<file path="src/rtl/mem_ctrl_pkg.sv">
// rtl/mem_ctrl_pkg.sv - shared state type, funct3 codes and byte-lane helpers for mem_access_ctrl
package mem_ctrl_pkg;

    typedef enum logic [1:0] {
        ST_IDLE = 2'd0,
        ST_REQ  = 2'd1,
        ST_WAIT = 2'd2,
        ST_DONE = 2'd3
    } state_t;

    localparam logic [2:0] F3_B  = 3'b000;
    localparam logic [2:0] F3_H  = 3'b001;
    localparam logic [2:0] F3_W  = 3'b010;
    localparam logic [2:0] F3_BU = 3'b100;
    localparam logic [2:0] F3_HU = 3'b101;

    function automatic logic [2:0] access_size(input logic [2:0] f3);
        case (f3[1:0])
            2'b00:   return 3'd1;
            2'b01:   return 3'd2;
            default: return 3'd4;
        endcase
    endfunction

    // Bits [3:0] are the first word's lanes, bits [7:4] spill into the next word.
    function automatic logic [7:0] byte_enable(input logic [1:0] offset, input logic [2:0] size);
        logic [7:0] mask;
        mask = (8'd1 << size) - 8'd1;
        return mask << offset;
    endfunction

endpackage

</file>
<file path="src/rtl/load_extend.sv">
// rtl/load_extend.sv - aligns an assembled 64-bit load word by byte offset and extends per funct3
module load_extend
    import mem_ctrl_pkg::*;
(
    input  logic [63:0] din,
    input  logic [1:0]  offset,
    input  logic [2:0]  funct3,
    output logic [31:0] dout
);
    logic [31:0] shifted;

    always_comb begin
        shifted = 32'(din >> {offset, 3'b000});
        case (funct3)
            F3_B:    dout = {{24{shifted[7]}}, shifted[7:0]};
            F3_H:    dout = {{16{shifted[15]}}, shifted[15:0]};
            F3_BU:   dout = {24'b0, shifted[7:0]};
            F3_HU:   dout = {16'b0, shifted[15:0]};
            default: dout = shifted;
        endcase
    end

endmodule

</file>
<file path="src/rtl/mem_access_ctrl.sv">
// rtl/mem_access_ctrl.sv - MEM-stage load/store sequencer over req/gnt/rvalid; MEM_ACCESS_MISALIGN_EN splits word-crossing accesses
module mem_access_ctrl
    import mem_ctrl_pkg::*;
#(
    parameter int ADDR_W   = 32,
    parameter int WAIT_MAX = 255
) (
    input  logic              clk,
    input  logic              rst_n,
    input  logic              MemRead,
    input  logic              MemWrite,
    input  logic [2:0]        funct3,
    input  logic [ADDR_W-1:0] Addr,
    input  logic [31:0]       StoreData,
    output logic              Stall,
    output logic [31:0]       LoadData,
    output logic              Fault,
    output logic              MemReq,
    output logic              MemWe,
    output logic [ADDR_W-1:0] MemAddr,
    output logic [3:0]        MemBe,
    output logic [31:0]       MemWdata,
    input  logic              MemGnt,
    input  logic              MemRvalid,
    input  logic [31:0]       MemRdata
);
    localparam int CW = (WAIT_MAX > 1) ? $clog2(WAIT_MAX) : 1;

    state_t            state;
    logic [2:0]        f3_q, src_f3, size;
    logic [ADDR_W-1:0] addr_q, src_addr, word_addr;
    logic [31:0]       sdata_q, src_sdata, ld_q, ext_data;
    logic              fault_q, in_idle, legal, req_fault, last_beat;
    logic [CW-1:0]     tcnt;
    logic [7:0]        be;
    logic [63:0]       wide, asm_word;

    // In IDLE the lane/data math runs on the live inputs so the first request can be registered at once.
    assign in_idle   = (state == ST_IDLE);
    assign src_f3    = in_idle ? funct3 : f3_q;
    assign src_addr  = in_idle ? Addr : addr_q;
    assign src_sdata = in_idle ? StoreData : sdata_q;
    assign size      = access_size(src_f3);
    assign be        = byte_enable(src_addr[1:0], size);
    assign wide      = {32'b0, src_sdata} << {src_addr[1:0], 3'b000};
    assign word_addr = {src_addr[ADDR_W-1:2], 2'b00};

    always_comb begin
        legal = 1'b0;
        if (MemWrite)
            legal = funct3 inside {F3_B, F3_H, F3_W};
        else
            legal = funct3 inside {F3_B, F3_H, F3_W, F3_BU, F3_HU};
    end

`ifdef MEM_ACCESS_MISALIGN_EN
    logic        phase;
    logic [31:0] buf0;
    assign last_beat = phase || (be[7:4] == 4'b0000);
    assign asm_word  = phase ? {MemRdata, buf0} : {32'b0, MemRdata};
    assign req_fault = (MemRead & MemWrite) | ~legal;
`else
    logic        misaligned;
    logic [35:0] unused_hi;
    assign misaligned = (size == 3'd2 && src_addr[0]) || (size == 3'd4 && src_addr[1:0] != 2'b00);
    assign last_beat  = 1'b1;
    assign asm_word   = {32'b0, MemRdata};
    assign req_fault  = (MemRead & MemWrite) | ~legal | misaligned;
    assign unused_hi  = {be[7:4], wide[63:32]};
`endif

    load_extend u_load_extend (
        .din    (asm_word),
        .offset (addr_q[1:0]),
        .funct3 (f3_q),
        .dout   (ext_data)
    );

    always_ff @(posedge clk or negedge rst_n) begin
        if (!rst_n) begin
            state    <= ST_IDLE;
            f3_q     <= '0;
            addr_q   <= '0;
            sdata_q  <= '0;
            ld_q     <= '0;
            fault_q  <= 1'b0;
            tcnt     <= '0;
            MemReq   <= 1'b0;
            MemWe    <= 1'b0;
            MemAddr  <= '0;
            MemBe    <= '0;
            MemWdata <= '0;
`ifdef MEM_ACCESS_MISALIGN_EN
            phase    <= 1'b0;
            buf0     <= '0;
`endif
        end else begin
            case (state)
                ST_IDLE: if (MemRead | MemWrite) begin
                    if (req_fault) begin
                        state   <= ST_DONE;
                        fault_q <= 1'b1;
                        ld_q    <= '0;
                    end else begin
                        f3_q     <= funct3;
                        addr_q   <= Addr;
                        sdata_q  <= StoreData;
                        state    <= ST_REQ;
                        MemReq   <= 1'b1;
                        MemWe    <= MemWrite;
                        MemAddr  <= word_addr;
                        MemBe    <= be[3:0];
                        MemWdata <= wide[31:0];
`ifdef MEM_ACCESS_MISALIGN_EN
                        phase    <= 1'b0;
`endif
                    end
                end
                ST_REQ: if (MemGnt) begin
                    MemReq <= 1'b0;
                    if (!MemWe) begin
                        state <= ST_WAIT;
                        tcnt  <= '0;
                    end else if (last_beat) begin
                        state <= ST_DONE;
                        ld_q  <= '0;
                    end
`ifdef MEM_ACCESS_MISALIGN_EN
                    else begin
                        phase    <= 1'b1;
                        MemReq   <= 1'b1;
                        MemAddr  <= word_addr + ADDR_W'(4);
                        MemBe    <= be[7:4];
                        MemWdata <= wide[63:32];
                    end
`endif
                end
                ST_WAIT: if (MemRvalid) begin
                    if (last_beat) begin
                        state <= ST_DONE;
                        ld_q  <= ext_data;
                    end
`ifdef MEM_ACCESS_MISALIGN_EN
                    else begin
                        buf0     <= MemRdata;
                        phase    <= 1'b1;
                        state    <= ST_REQ;
                        MemReq   <= 1'b1;
                        MemAddr  <= word_addr + ADDR_W'(4);
                        MemBe    <= be[7:4];
                        MemWdata <= wide[63:32];
                    end
`endif
                end else if (tcnt == CW'(WAIT_MAX - 1)) begin
                    state   <= ST_DONE;
                    fault_q <= 1'b1;
                    ld_q    <= '0;
                end else begin
                    tcnt <= tcnt + CW'(1);
                end
                ST_DONE: begin
                    state   <= ST_IDLE;
                    fault_q <= 1'b0;
                end
                default: state <= ST_IDLE;
            endcase
        end
    end

    assign Stall    = rst_n & ((in_idle & (MemRead | MemWrite)) | state == ST_REQ | state == ST_WAIT);
    assign LoadData = ld_q;
    assign Fault    = fault_q;

endmodule

</file>
<file path="config.mk">
export PLATFORM = sky130hd
export DESIGN_NAME = mem_access_ctrl
export DESIGN_NICKNAME = d
export VERILOG_FILES = /design/src/rtl/mem_ctrl_pkg.sv /design/src/rtl/load_extend.sv /design/src/rtl/mem_access_ctrl.sv
export SDC_FILE = /design/constraint.sdc
export NUM_CORES = 1
export LEC_CHECK = 0
export ABC_AREA = 1
export CAP_MARGIN = 5
export CORE_ASPECT_RATIO = 1.4
export CORE_MARGIN = 2
export CORE_UTILIZATION = 45
export DETAILED_ROUTE_END_ITERATION = 8
export PLACE_DENSITY = 0.88
export RECOVER_POWER = 50
export SLEW_MARGIN = 40
export SYNTH_ARGS = -nofsm -noshare
export SYNTH_HDL_FRONTEND = slang
export SYNTH_HIERARCHICAL = 1
export SYNTH_SLANG_ARGS = --single-unit
</file>
<file path="constraint.sdc">
create_clock -name clk -period 1.91 [get_ports clk]
set_input_delay 0.382 -clock clk [delete_from_list [all_inputs] [get_ports clk]]
set_output_delay 0.382 -clock clk [all_outputs]
set_load 0.02 [all_outputs]
</file>
Word-level counts from Yosys, hierarchy flattened

Index checks and enable logic that the tools add are counted.

Flip-flop bits (word level): 178
Bits in latches: 0
RAM bits: 0
Bits in read-only memories: 0
Input port bits: 105
Output and inout bits: 104
Word-level logic and storage cells: 106
Memories kept: 0

Add/subtract/negate cells: 2
$mul: 0
Divide/modulo/power cells: 0
Magnitude comparators: 0
Equal/unequal tests: 24
Shifts and indexed selects: 4
Mux-type cells: 34
Bitwise gates (word level): 10
Reductions and logical operators: 20

Operator list:

| operator              | number |
|---|---|
| $mux W32              | 8 |
| $pmux W32 S4          | 1 |
| $pmux W32 S3          | 1 |
| $mux W8               | 4 |
| $shl A32 B5 Y32       | 1 |
| $shr A32 B5 Y32       | 1 |
| $pmux W8 S2           | 1 |
| $eq A3 B3 Y1 const B  | 5 |
| $ne A2 B2 Y1 const B  | 7 |
| $mux W2               | 6 |
| $reduce_and A5 Y1     | 2 |
| $mux W1               | 9 |
| $reduce_bool A3 Y1    | 3 |
| $add A8 B1 Y8 const B | 1 |
| $eq A8 B8 Y1 const B  | 1 |
| $pmux W2 S4           | 1 |
| $shl A1 B3 Y8 const A | 1 |
| $shl A8 B2 Y4         | 1 |
| $sub A8 B1 Y8 const B | 1 |
| $eq A3 B1 Y1 const B  | 2 |
| $eq A3 B2 Y1 const B  | 2 |
| $logic_not A3 Y1      | 2 |
| $pmux W3 S2           | 1 |
| $reduce_and A3 Y1     | 2 |
| other kinds (16)      | 30 |

Longest topological paths before layout

Depth after elaboration: 11
Depth in mapped cells: 14
Gate-level depth less buffers: 12

Modules after synthesis

Netlist, hierarchy kept.

Modules (own cells, without submodules):

| module          | instances | cells an instance | area an instance (um^2) | seq. area each (um^2) |
|---|---|---|---|---|
| mem_access_ctrl | 1         | 949               | 7298.2                  | 3703.6 |
| load_extend     | 1         | 233               | 1183.6                  | 0.0 |

Worst setup path before layout

Ideal clock, no wire load.

Path kind: register to register
Start: register state[0]
End: register MemBe[2]
Library setup time: 0.116 ns
Arrival time: 1.765 ns
Required time: 1.794 ns
Slack: 0.028 ns
Stages on the path, launching flop included: 15
Path buffers: 4
Period minus slack after synthesis: 1.882 ns
Cell sequence: dfrtp_1 -> inv_1 -> ha_1 -> buf_4 -> inv_4 -> nand2_1 -> nand2_2 -> nand2_1 -> nand2_2 -> nand3_2 -> buf_6 -> buf_6 -> buf_6 -> nand2_1 -> nand2_1

Cells in the longest elaborated chain, start to end: 10
Elaborated cells between the ends (all ways): 18
Classes of those cells: add/sub: 1; eq/ne: 3; shift: 2; mux: 3; bitwise: 2; reduce/logical: 7

Ends and longest elaborated chain:

| element                                               | RTL line                                     | RTL |
|---|---|---|
| start, declared                                       | mem_access_ctrl.sv:29                        | `state_t state;` |
| start signal, assigned                                | mem_access_ctrl.sv:81                        | `state <= ST_IDLE;` |
| start signal, assigned                                | mem_access_ctrl.sv:101                       | `state <= ST_DONE;` |
| start signal, assigned                                | mem_access_ctrl.sv:108                       | `state <= ST_REQ;` |
| $logic_not A2 Y1 *                                    | mem_access_ctrl.sv:39, mem_access_ctrl.sv:98 |  |
| branches (longest 9 deep; another with $sub A8 B1 Y8) | n/a                                          |  |
| end signal, assigned                                  | mem_access_ctrl.sv:112                       | `MemBe <= be[3:0];` |
| end, declared                                         | mem_access_ctrl.sv:21                        | `output logic [3:0] MemBe,` |

Mark *: on every way between the ends.
A chain may end at the register's enable or synchronous reset.

Final worst setup path

Start: input port funct3[2]
End: register MemAddr[19]

Cells in the longest elaborated chain, start to end: 8
Elaborated cells between the ends (all ways): 13
Classes of those cells: eq/ne: 4; mux: 1; bitwise: 4; reduce/logical: 4

Ends and longest elaborated chain:

| element                                                  | RTL line                                     | RTL |
|---|---|---|
| start, declared                                          | mem_access_ctrl.sv:12                        | `input logic [2:0] funct3,` |
| $eq A3 B1 Y1, or another cell as far along               | mem_access_ctrl.sv:51, mem_access_ctrl.sv:53 |  |
| $reduce_bool A5 Y1 or $reduce_bool A3 Y1 (tied branches) | mem_access_ctrl.sv:53, mem_access_ctrl.sv:51 |  |
| $mux W1 *                                                | mem_access_ctrl.sv:50                        | `if (MemWrite)` |
| $not A1 Y1 *                                             | mem_access_ctrl.sv:68                        | `assign req_fault = (MemRead & MemWrite) \| ~legal \| misaligned;` |
| $or A1 B1 Y1 * (2 in a row)                              | mem_access_ctrl.sv:68                        |  |
| $not A1 Y1 (no source line) *                            | n/a                                          |  |
| $reduce_and A3 Y1 (no source line) *                     | n/a                                          |  |
| end signal, assigned                                     | mem_access_ctrl.sv:111                       | `MemAddr <= word_addr;` |
| end, declared                                            | mem_access_ctrl.sv:20                        | `output logic [ADDR_W-1:0] MemAddr,` |

Every way passes the cells marked *; elsewhere a longest branch is shown, timed or not.

==> results.txt <==
leakage power = 6.30 nW
deepest clock path buffer count = 2
Vias = 9337
TritonCTS buffer count = 17
DR WL/cell = 17.9 microns
fin crit period = 2.08 ns
core area = 18500 sq um
largest net degree at the start of global routing = 149
failing checks = setup timing
crit path max fanout = 15
Tcrit/Tclk final = 109%
H-tree levels = 4
worst endpoint required time = 2.22 ns
Crit path top cell by count = nand2_1
vias in the first global route = 8796
normalized max-slew margin = 30.6%
die area = 20000 sq um
global-route wire length before repair = 45100 microns
Post-Syn Area per Cell = 7.18 sq um
# rows = 59
RSZ-0062 raised after global routing = yes
fin nets = 1578
Clock power frac = 14.1%
final worst slack = -0.171 ns
Synth Warn # = 6
CTS tree = done
max-slew violation count = 0
Seq pwr share = 22.6%
Syn Inst Count = 1182
DRC = 0
antenna violations before repair = 1
share of cells above drive strength 1 = 14.1%
Netlist cell types = 38
register bit total from synthesis = 148
Fill cells = 1397
worst-skew pair later-pin latency = 0.43 ns
Max Cap Viol = 0
clk sinks = 148
CP cell instances = clkdlybuf4s50_1 > o21ai_0 > nand2_1 > nor2_4 > nand3_4 > buf_12 > buf_12 > buf_16 > nand2_1 > nand2_1
Pint = 0.0127 W
sequential fraction of the synthesis area = 43.7%
Detail Route Antenna Nets = 0
Final setup viols = 138
CP Data Arrival Time = 2.39 ns
fin util = 68.5%
All-Layer GR Usage = 28.6%
Die Ht = 166 microns
final weighted congestion in routability-driven placement = 0.950
Power Dens Cells = 1860 nW/um^2
die width = 120 microns
Fmax = 0.481 GHz
placed cell count = 1655
worst vdd ir = 1.15 mV
NetSw = 0.0110 W
WL final = 30900 microns
worst hold margin = 0.469 ns
Root Buffer = clkbuf_16
Post-DP HPWL = 18400 microns
Logic pwr share = 63.3%
CP top delay family = buffers and inverters
Slowest Stage Delay on Critical Path = 0.53 ns
Port Buffer Count = 206
Final Hold Vio Count = 0
status = finished with violations
1st-pass router iterations = 6
Design Power = 0.0236 W
fin cells = 1723
Clock transition at path regs = 0.07 ns
Worst-Margin Slew = 1.04 ns
# IOs = 209
clock skew = 0.00902 ns
Crit. End Element = flop
Place WS = -0.300 ns
Post-Syn Area = 8480 sq um
sw frac = 46.4%
GRT overflow = 0
initial core utilization = 45.8%
Buf/Inv on CP = 4
Slowest-stage cell, CP = clkdlybuf4s50_1
Starting DRT DRC Count = 1046
Vias per Instance = 5.42
Setup Crit Path Kind = primary input to flop
CP Launch Type = primary input
P&R area growth vs syn = 49.7%
min-delay worst type = flop to flop
Diodes inserted = 0
worst register-to-register path, stage by stage (launching register included):
cell and delay (ns):
dfrtp_1 0.39, inv_2 0.09, ha_4 0.17, buf_6 0.15
nand2_4 0.06, nand2_4 0.09, nor2_4 0.05, nor2_4 0.13
nand3_4 0.12, buf_12 0.17, buf_12 0.15, buf_16 0.16
nand2_1 0.09, nand2_1 0.06
per-stage QoR:
step / setup TNS, ns / area, sq um
final: -13.35 / 12700
after global routing: -19.43 / 12700
after CTS: -0.0410 / 12100
after detailed placement: -33.39 / 11100
after global placement: -29.64 / 11100
after floorplan: 0 / 8640
power groups by stage:
stage               Combinational, W  Clock, W  Sequential, W
finish                        0.0150   0.00333        0.00534
global route                  0.0160   0.00351        0.00548
floorplan                    0.00644         0        0.00635
global placement              0.0123         0        0.00527
detailed placement            0.0126         0        0.00530
CTS                           0.0133   0.00337        0.00529
layout by cell type, fill, tap and decap left out, types with 8 or more instances in the layout:
cell type,Yosys,routed
inv_1,26,21
clkbuf_16,0,29
nand3b_1,33,33
a21oi_1,12,12
dfrtp_1,148,148
or2_2,8,8
nand2_1,589,565
nand3_1,153,149
nand2_4,0,9
o21ai_1,4,14
nand2_2,6,20
o21ai_0,44,32
nand3_2,15,17
buf_12,0,16
buf_4,14,46
clkdlybuf4s50_1,0,204
inv_2,4,8
conb_1,1,42
buf_16,0,9
nor2_1,24,23
buf_6,10,11
layer usage:
layer | track usage [%] | vias to the layer above | share of wire [%]
met2 | 49.5 | 557 | 51
met3 | 6.30 | 137 | 8.1
li1 | - | 4319 | -
met5 | 0 | - | 0.042
met1 | 32.2 | 4322 | 35
met4 | 16.5 | 2 | 6.7
layout make-up:
type	instances	area [sq um]	share of cell area, %
inverters	32	139	1.09
clock inverters	14	146	1.15
clock buffers	18	429	3.38
multi-input cells	966	4560	35.9
well taps	244	305	2.40
flip-flops and latches	148	3700	29.2
repair buffers	301	3410	26.9
cell usage after synthesis (all sizes together):
master / n / area share, %
nor3: 2 / 0.18
o211ai: 1 / 0.089
nand2: 595 / 27
conb: 1 / 0.044
a21o: 1 / 0.089
o21ai: 49 / 3.0
buf: 64 / 4.9
nand4: 1 / 0.074
or2: 8 / 0.59
nand3: 169 / 11
o21a: 1 / 0.089
and2: 1 / 0.074
xnor2: 1 / 0.10
o21bai: 1 / 0.089
dfrtp: 148 / 44
ha: 7 / 1.0
clkinv: 1 / 0.044
a21oi: 12 / 0.71
nand3b: 33 / 2.9
xor2: 2 / 0.21
inv: 31 / 1.4
a32oi: 7 / 0.72
nor2: 29 / 1.5
o31ai: 4 / 0.35
clkbuf: 13 / 0.58
worst paths after layout:
path | start | to | slack (ns) | depth (start not counted)
min in group asynchronous | rst_n | LoadData[6] | 0.81 | 3
worst min register to register | LoadData[5] | LoadData[5] | 0.47 | 2
max in group asynchronous | rst_n | MemAddr[29] | 0.16 | 4
worst max register to register | state[1] | MemAddr[19] | -0.07 | 13
worst max-delay path | funct3[2] | MemAddr[19] | -0.17 | 10
worst min-delay path | LoadData[5] | LoadData[5] | 0.47 | 2
repair_timing:
action                     CTS  global route
resized for setup           40            75
cloned                       7            12
setup buffers               12             5
setup endpoints to repair  138           139
pin swaps                    5            12
hold buffers                 0             1
hold endpoints to repair     0            15
registers in the layout, summed over array words and instances, names as in the netlist:
name      flops
sdata_q      32
Fault         1
MemBe         4
MemReq        1
MemAddr      30
tcnt          8
LoadData     32
f3_q          3
MemWe         1
state         2
addr_q        2
MemWdata     32
cell families after synthesis:
logic type                 after synthesis  synth area share, %
other                                    1               0.0442
adders and majority gates                7                 1.03
and+or+nand+nor                        838                 42.9
AOI/OAI and AO/OA                       76                 5.16
buffers and inverters                  109                 6.89
xor gates and xnor gates                 3                0.310
DFF                                    148                 43.7
No activity file was read; power rests on OpenSTA's default activity.
